`config.mk`:
```
export PLATFORM = sky130hd
export DESIGN_NAME = rpn_datapath
export DESIGN_NICKNAME = d
export VERILOG_FILES = /design/src/rtl/rpn_pkg.sv /design/src/rtl/rpn_seq_mul.sv /design/src/rtl/rpn_datapath.sv
export SDC_FILE = /design/constraint.sdc
export NUM_CORES = 1
export LEC_CHECK = 0
export ABC_CLOCK_PERIOD_IN_PS = 6000
export CAP_MARGIN = 20
export CELL_PAD_IN_SITES_DETAIL_PLACEMENT = 1
export CELL_PAD_IN_SITES_GLOBAL_PLACEMENT = 2
export CORE_ASPECT_RATIO = 0.75
export CORE_MARGIN = 8
export CORE_UTILIZATION = 37
export CTS_CLUSTER_DIAMETER = 30
export CTS_CLUSTER_SIZE = 20
export DETAILED_ROUTE_END_ITERATION = 7
export HOLD_SLACK_MARGIN = 0.03
export PLACE_DENSITY = 0.9
export SLEW_MARGIN = 15
export SYNTH_ARGS = -nofsm -noshare
export SYNTH_HDL_FRONTEND = slang
export SYNTH_SLANG_ARGS = --single-unit
```
`constraint.sdc`:
```
create_clock -name clk -period 6 [get_ports clk]
set_input_delay 0.9 -clock clk [delete_from_list [all_inputs] [get_ports clk]]
set_output_delay 0.9 -clock clk [all_outputs]
set_load 0.01 [all_outputs]
```
`src/rtl/rpn_pkg.sv`:
```
// rtl/rpn_pkg.sv - shared opcode, FSM state and flag index definitions for the RPN datapath
package rpn_pkg;

  typedef enum logic [2:0] {
    OP_ADD = 3'b000,
    OP_SUB = 3'b001,
    OP_OR  = 3'b010,
    OP_AND = 3'b011,
    OP_MUL = 3'b100
  } opcode_e;

  typedef enum logic [1:0] {
    ST_IDLE    = 2'd0,
    ST_CALC    = 2'd1,
    ST_MUL_RUN = 2'd2,
    ST_DONE    = 2'd3
  } state_e;

  // Bit positions inside the {N,Z,C,V} flag vector
  localparam int FLAG_N = 3;
  localparam int FLAG_Z = 2;
  localparam int FLAG_C = 1;
  localparam int FLAG_V = 0;

endpackage

```
`src/rtl/rpn_seq_mul.sv`:
```
// rtl/rpn_seq_mul.sv - shift-add multiplier, one partial product per cycle for WIDTH cycles
// product carries the running sum including the current step, so it is final while done is high.
module rpn_seq_mul #(
  parameter int WIDTH = 16
) (
  input  logic               clk,
  input  logic               reset,
  input  logic               start,
  input  logic [WIDTH-1:0]   a,
  input  logic [WIDTH-1:0]   b,
  output logic               busy,
  output logic               done,
  output logic [2*WIDTH-1:0] product
);
  localparam int CW = $clog2(WIDTH + 1);

  logic [2*WIDTH-1:0] mcand;
  logic [2*WIDTH-1:0] acc;
  logic [WIDTH-1:0]   mplier;
  logic [CW-1:0]      cnt;

  assign product = mplier[0] ? acc + mcand : acc;
  assign busy    = (cnt != '0);
  assign done    = (cnt == CW'(1));

  always_ff @(posedge clk or posedge reset) begin
    if (reset) begin
      mcand  <= '0;
      acc    <= '0;
      mplier <= '0;
      cnt    <= '0;
    end else if (start) begin
      mcand  <= {{WIDTH{1'b0}}, a};
      acc    <= '0;
      mplier <= b;
      cnt    <= CW'(WIDTH);
    end else if (busy) begin
      acc    <= product;
      mcand  <= mcand << 1;
      mplier <= mplier >> 1;
      cnt    <= cnt - CW'(1);
    end
  end

endmodule

```
`src/rtl/rpn_datapath.sv`:
```
// rtl/rpn_datapath.sv - RPN calculator datapath: operand/opcode registers, ALU, control FSM
// Define RPN_MUL_EN to build the sequential multiplier for opcode MUL; otherwise MUL is invalid.
module rpn_datapath
  import rpn_pkg::*;
#(
  parameter int WIDTH = 16
) (
  input  logic             clk,
  input  logic             reset,
  input  logic [WIDTH-1:0] in_Data,
  input  logic             in_LoadOpA,
  input  logic             in_LoadOpB,
  input  logic             in_LoadOpCode,
  input  logic             in_updateRes,
  input  logic             in_ToDisplaySel,
  output logic [WIDTH-1:0] out_Result,
  output logic [WIDTH-1:0] out_Display,
  output logic             out_Busy,
  output logic             out_ResValid,
  output logic [3:0]       out_Flags,
  output logic             out_Invalid
);
  localparam logic [1:0] IDLE    = ST_IDLE;
  localparam logic [1:0] CALC    = ST_CALC;
  localparam logic [1:0] MUL_RUN = ST_MUL_RUN;
  localparam logic [1:0] DONE    = ST_DONE;

  logic [WIDTH-1:0] op_a, op_b;
  logic [2:0]       opcode;
  logic [1:0]       state;
  logic             load_ab, start_req;
  logic [WIDTH:0]   sum;
  logic [WIDTH-1:0] alu_res;
  logic [3:0]       alu_flags;
  logic             alu_inv, alu_is_mul;

  assign load_ab     = in_LoadOpA | in_LoadOpB;
  assign start_req   = in_LoadOpCode | in_updateRes;
  assign out_Busy    = (state == CALC) || (state == MUL_RUN);
  assign out_ResValid = (state == DONE);
  assign out_Display = in_ToDisplaySel ? out_Result : in_Data;

  always_ff @(posedge clk or posedge reset) begin
    if (reset) begin
      op_a   <= '0;
      op_b   <= '0;
      opcode <= '0;
    end else begin
      if (in_LoadOpA)    op_a   <= in_Data;
      if (in_LoadOpB)    op_b   <= in_Data;
      if (in_LoadOpCode) opcode <= in_Data[2:0];
    end
  end

  always_comb begin
    sum        = '0;
    alu_res    = '0;
    alu_flags  = '0;
    alu_inv    = 1'b0;
    alu_is_mul = 1'b0;
    case (opcode)
      OP_ADD: begin
        sum               = {1'b0, op_a} + {1'b0, op_b};
        alu_res           = sum[WIDTH-1:0];
        alu_flags[FLAG_C] = sum[WIDTH];
        alu_flags[FLAG_V] = (op_a[WIDTH-1] == op_b[WIDTH-1]) && (alu_res[WIDTH-1] != op_a[WIDTH-1]);
      end
      OP_SUB: begin
        alu_res           = op_a - op_b;
        alu_flags[FLAG_C] = (op_a < op_b);
        alu_flags[FLAG_V] = (op_a[WIDTH-1] != op_b[WIDTH-1]) && (alu_res[WIDTH-1] != op_a[WIDTH-1]);
      end
      OP_OR:  alu_res = op_a | op_b;
      OP_AND: alu_res = op_a & op_b;
`ifdef RPN_MUL_EN
      OP_MUL: alu_is_mul = 1'b1;
`endif
      default: alu_inv = 1'b1;
    endcase
    alu_flags[FLAG_N] = alu_res[WIDTH-1];
    alu_flags[FLAG_Z] = (alu_res == '0);
  end

`ifdef RPN_MUL_EN
  logic               mul_start, mul_busy, mul_done;
  logic [2*WIDTH-1:0] mul_product;
  logic [3:0]         mul_flags;

  // Reissuing start on any CALC cycle reloads the multiplier, which is also how restarts abort it
  assign mul_start = (state == CALC) && alu_is_mul;
  assign mul_flags = {mul_product[WIDTH-1], (mul_product[WIDTH-1:0] == '0), 1'b0,
                      |mul_product[2*WIDTH-1:WIDTH]};

  rpn_seq_mul #(.WIDTH(WIDTH)) u_mul (
    .clk     (clk),
    .reset   (reset),
    .start   (mul_start),
    .a       (op_a),
    .b       (op_b),
    .busy    (mul_busy),
    .done    (mul_done),
    .product (mul_product)
  );
`endif

  // Operand loads beat starts; a start beats normal sequencing
  always_ff @(posedge clk or posedge reset) begin
    if (reset) begin
      state       <= IDLE;
      out_Result  <= '0;
      out_Flags   <= '0;
      out_Invalid <= 1'b0;
    end else if (load_ab) begin
      state <= IDLE;
    end else if (start_req) begin
      state <= CALC;
    end else begin
      case (state)
        CALC: begin
          if (alu_is_mul) begin
            state <= MUL_RUN;
          end else begin
            state       <= DONE;
            out_Result  <= alu_res;
            out_Flags   <= alu_flags;
            out_Invalid <= alu_inv;
          end
        end
`ifdef RPN_MUL_EN
        MUL_RUN: begin
          if (mul_busy && mul_done) begin
            state       <= DONE;
            out_Result  <= mul_product[WIDTH-1:0];
            out_Flags   <= mul_flags;
            out_Invalid <= 1'b0;
          end
        end
`endif
        default: ;
      endcase
    end
  end

endmodule
```
* Word level (Yosys, flattened, before mapping)
Cells that the tools add are included.
Storage, ports and cells: register bits after elaboration 58, input bits 23, output and inout port bits 39
Operators by class: $add $sub $neg 2, magnitude comparators 1, equal/unequal tests 10, muxes and demuxes 7, bitwise gates (word level) 6, reduce and logical (&&, ||, !) cells 8
Operators by type and width (count):
- one-hot mux 16 bit (4 select lines) | 1
- adder 16 x 16 -> 17 bit | 1
- bitwise AND 16 bit | 1
- logical NOT 16 bit | 1
- less-than comparator 16 bit | 1
- two-way mux 16 bit | 1
- bitwise OR 16 bit | 1
- subtractor 16 bit | 1
- equality test 3 x 2 -> 1 bit (second input constant) | 2
- two-way mux 2 bit | 3
- equality test 2 bit (second input constant) | 2
- one-hot mux 2 bit (2 select lines) | 1
- OR reduction 4 bit | 1
- equality test 3 x 1 -> 1 bit (second input constant) | 1
- logical NOT 3 bit | 1
- != test 1 bit | 3
- AND reduction 3 bit | 1
- nonzero test 3 bit | 1
- equality test 2 x 1 -> 1 bit (second input constant) | 1
- logical AND 1 bit | 2
- NOT 1 bit | 2
- bitwise OR 1 bit | 2
- equality test 1 bit | 1
- logical OR 1 bit | 1
- two-way mux 1 bit | 1

* Logic depth before layout (Yosys ltp)
depth in word-level cells 4, depth in mapped cells 13, mapped depth without buffers 13

* Worst setup path after synthesis
No wires, ideal clock.
path kind register -> register, start register op_a[0], end register out_Flags[2], setup time 68 ps, arrival 2733 ps, path slack 3199 ps, cell stages (with the launch flop) 14, period minus slack after synthesis 2801 ps, cell sequence dfrtp_1 inv_1 ha_1 inv_1 fa_1 nor2b_1 o21ai_1 a2111oi_4 nor4_1 o21ai_0 a31o_1 or3_1 nor4_1 a32o_1
On the way: longest elaborated chain between the ends 3, elaborated cells between the ends (all ways) 6, those cells by class 2 x add/sub; 1 x mux; 2 x bitwise; 1 x reduce/logical
RTL lines:
- start: declaration | RTL line rpn_datapath.sv:28 | logic [WIDTH-1:0] op_a, op_b;
- start signal: assignment | RTL line rpn_datapath.sv:49 | if (in_LoadOpA) op_a <= in_Data;
- subtractor 16 bit (tied with other cells) | RTL line rpn_datapath.sv:69 | alu_res = op_a - op_b;
- one-hot mux 16 bit (4 select lines) * | RTL line rpn_datapath.sv:61 | case (opcode)
- logical NOT 16 bit * | RTL line rpn_datapath.sv:81 | alu_flags[FLAG_Z] = (alu_res == '0);
- end signal: assignment | RTL line rpn_datapath.sv:125 | out_Flags <= alu_flags;
- end: declaration | RTL line rpn_datapath.sv:20 | output logic [3:0] out_Flags,
Every way passes the cells marked *; elsewhere a longest branch is shown, timed or not. A chain may end at the register's enable or synchronous reset.

* Worst setup path after layout
start input in_ToDisplaySel, end output out_Display[7]
On the way: longest elaborated chain between the ends 1
RTL lines:
- start: declaration | RTL line rpn_datapath.sv:15 | input logic in_ToDisplaySel,
- two-way mux 16 bit | RTL line rpn_datapath.sv:41 | assign out_Display = in_ToDisplaySel ? out_Result : in_Data;
- end: declaration | RTL line rpn_datapath.sv:17 | output logic [WIDTH-1:0] out_Display,
No other way between the ends.

==> summary.md <==
| Metric | Value |
|---|---|
| Initial Util | 0.373 |
| Hold Path End | out_Result[11] |
| # Max-Cap Violations | 0 |
| Post-synthesis simple-gate area fraction | 0.176 |
| CP startpoint kind | input port |
| Synth Register Bits | 57 |
| Period utilization | 0.642 |
| Syn Area/Cell | 8.38 um2 |
| CTS Sinks | 57 |
| Mapped cell area | 4790 um2 |
| Yosys top cell by area | dfrtp_1 |
| Hold_sp | out_Result[11] |
| Adder-Cell Fraction of Synth Area | 0.149 |
| Lkg Pwr | 2.57 nW |
| Number of buffers added on ports | 61 |
| Max frequency | 0.259 GHz |
| Async S/R FF share, synth | 1.00 |
| Setup TNS Final | 0 ns |
| Power Total | 1.62 mW |
| Nets | 697 |
| Worst-path clk slew | 0.05 ns |
| Clock Tree Buf Depth | 2 |
| Num CTS Buffers | 9 |
| Postcts setup bufs | 0 |
| Hold_buf cts | 0 |
| Status | finished clean |
| Routability congestion estimate | 0.864 |
| H-Tree Depth | 3 |
| Num ports | 62 |
| Final WL | 15600 um |
| Hold Fails Final Rpt | 0 |
| Area contributors post-synth | dfrtp_1 30%, ha_1 14%, mux2_2 6.1% |
| Min-delay worst type | reg -> reg |
| Synth-to-layout area growth | 21.5% |
| DIE AREA | 16900 um2 |
| Ant. Diodes | 0 |
| Core area | approximately 13000 um2 |
| YS warnings | 0 |
| Synth Instances | about 570 |
| Hold Crit Depth | 2 |
| Dominant synthesized flop cell | dfrtp_1 |
| Die width | about 150 um |
| Post-Synth XOR/XNOR Area | 0.0128 |
| Syn Nets | 651 |
| Total iterations of the first detailed-routing run | 4 |
| Flop2flop setup slack | 2.46 ns |
| Critical Path RT | 5.10 ns |
| Clk root buf | clkbuf_16 |
| DR vias | 4422 |
| Critical Path Sink Type | primary output |
| Iteration-0 DRC Markers | 278 |
| Power density cells | 278 nW/um2 |
| CTS tree | yes |
| RSZ-0062 raised after global routing | false |
| Tmin final | 3.85 ns |
| Yosys top cell area share | 0.297 |
| Initial antenna violation count | 0 |
| Final HPWL DP | between 10000 and 15000 um |
| Total track usage | 0.190 |
| Remaining antenna violation count | 0 |
| Largest family of logic cells by synthesized area | compound AO/OA/AOI/OAI gates |
| Die H | around 110 um |
| Row count | 36 |
| Post-synthesis compound-gate area fraction | 0.217 |
| Worst VDD drop | 134 uV |
| Worst reg2reg path endpoint | out_Flags[2] |
| Worst Max-Slew Pin Slew | 1.00 ns |
| WL per Instance | between 15 and 20 um |
| Worst R2R Path Depth | 13 |
| Post-synth EDFFs | 0 |
| Slew HR | 0.328 |
| Residual DRC | 0 |
| Vias in the first global route | 4766 |
| Share of cells above drive strength 1 | 0.103 |
| Filler cells | between 1000 and 1500 |
| Via density | ~5.6 |
| Post-synthesis sequential area ratio | 0.297 |
| CTS resizes | 0 |
| Fin Clk Skew | 0.00935 ns |
| # setup viols final | 0 |
| Yosys cell types | 68 |
| Total gr overflow | 0 |
| Worst skew pair latency | 0.34 ns |
| Critical path class | in -> out |
| Mux cell area share after synthesis | 0.0741 |
| Largest net degree at the start of global routing | 60 |
| CP max FO | 16 |
| Worst flop-to-flop path startpoint | op_a[0] |
| Global-route wire length before repair | between 20000 and 30000 um |
| CP arrival | 2.95 ns |
| Slew Limit Fails | 0 |
==> layout make-up <==
class | instances | area [um2] | area share
Tap cell | 171 | 214 | 0.0367
Multi-Input combinational cell | 432 | 3020 | 0.518
Timing Repair Buffer | 68 | 663 | 0.114
Clock inverter | 4 | 50.0 | 0.00859
Inverter | 50 | 188 | 0.0322
Clock buffer | 12 | 267 | 0.0457
Sequential cell | 57 | 1430 | 0.245
==> cells in the mapped netlist, types with 7 or more instances <==
cell      count
nor2_1       43
a21oi_1      38
o21ai_0      57
clkbuf_1     25
inv_1        49
ha_1         54
nor3_1       16
nor4_1        7
nand2b_1      7
dfrtp_1      57
o211ai_1      9
nand2_1      65
mux2_2       26
==> worst max path at each step <==
stage	startpoint	end	slack (ns)	depth (start not counted)
2_1_floorplan	op_a[0]	out_Flags[2]	3.20	13
3_3_place_gp	in_ToDisplaySel	out_Display[9]	2.13	3
3_5_place_dp	in_ToDisplaySel	out_Display[1]	2.08	3
4_1_cts	in_ToDisplaySel	out_Display[1]	2.07	3
5_1_grt	in_ToDisplaySel	out_Display[1]	2.04	3
6_report	in_ToDisplaySel	out_Display[7]	2.15	3
==> metrics by stage <==
stage               hold WS (ns)   util  cell area, um2  setup slack (ns)  std cells
floorplan                  0.489      -            4790              3.20        572
global placement           0.479  0.429            5510              2.13        778
detailed placement         0.497  0.429            5510              2.08        778
CTS                        0.508  0.454            5830              2.07        794
global route               0.541  0.454            5830              2.04        794
finish                     0.501  0.454            5830              2.15        794
==> power breakdown <==
part	internal (mW)	total [mW]	switching, mW
combinational	0.262	0.596	0.334
sequential	0.430	0.475	0.0447
clock	0.354	0.548	0.193
==> cell usage in the layout (no fill, tap or decap), types with 4 or more instances in the layout <==
cell | Yosys | layout
a211oi_1 | 5 | 5
a21o_1 | 4 | 4
a21oi_1 | 38 | 38
buf_4 | 2 | 7
clkbuf_16 | 0 | 9
clkdlybuf4s50_1 | 0 | 61
dfrtp_1 | 57 | 57
ha_1 | 54 | 54
inv_1 | 49 | 48
mux2_2 | 26 | 26
mux2i_1 | 4 | 4
nand2_1 | 65 | 65
nand2b_1 | 7 | 7
nand3_1 | 6 | 6
nor2_1 | 43 | 43
nor2b_1 | 6 | 6
nor3_1 | 16 | 16
nor4_1 | 7 | 7
o211ai_1 | 9 | 9
o21ai_0 | 57 | 57
o221ai_1 | 4 | 4
or3_1 | 6 | 6
xnor2_1 | 6 | 6
==> flip-flops by register name, indices dropped and copies added, names as in the netlist <==
name / cells
out_Flags: 3
out_Invalid: 1
opcode: 3
op_a: 16
state: 2
out_Result: 16
op_b: 16
==> critical path, cell delays in order <==
cell and delay, ns:
clkdlybuf4s50_1 1.13, mux2_2 0.42, clkdlybuf4s50_1 0.48
==> cell families (layout without fill, tap and decap cells) <==
group	Yosys count	in the layout
buf+inv	83	134
xor+xnor	7	7
simple gates	177	177
compound gates	161	161
mux	31	31
fa+ha+maj	56	56
flops	57	57
==> layer usage <==
metal  track usage  vias up  routed length (um)
met5             0        -                   0
met4        0.0528        0                 206
met3        0.0509       23                 894
met2         0.300      109                6960
met1         0.250     2191                7590
li1              -     2099                   -
Note: power is estimated with default switching activity, not from simulation.
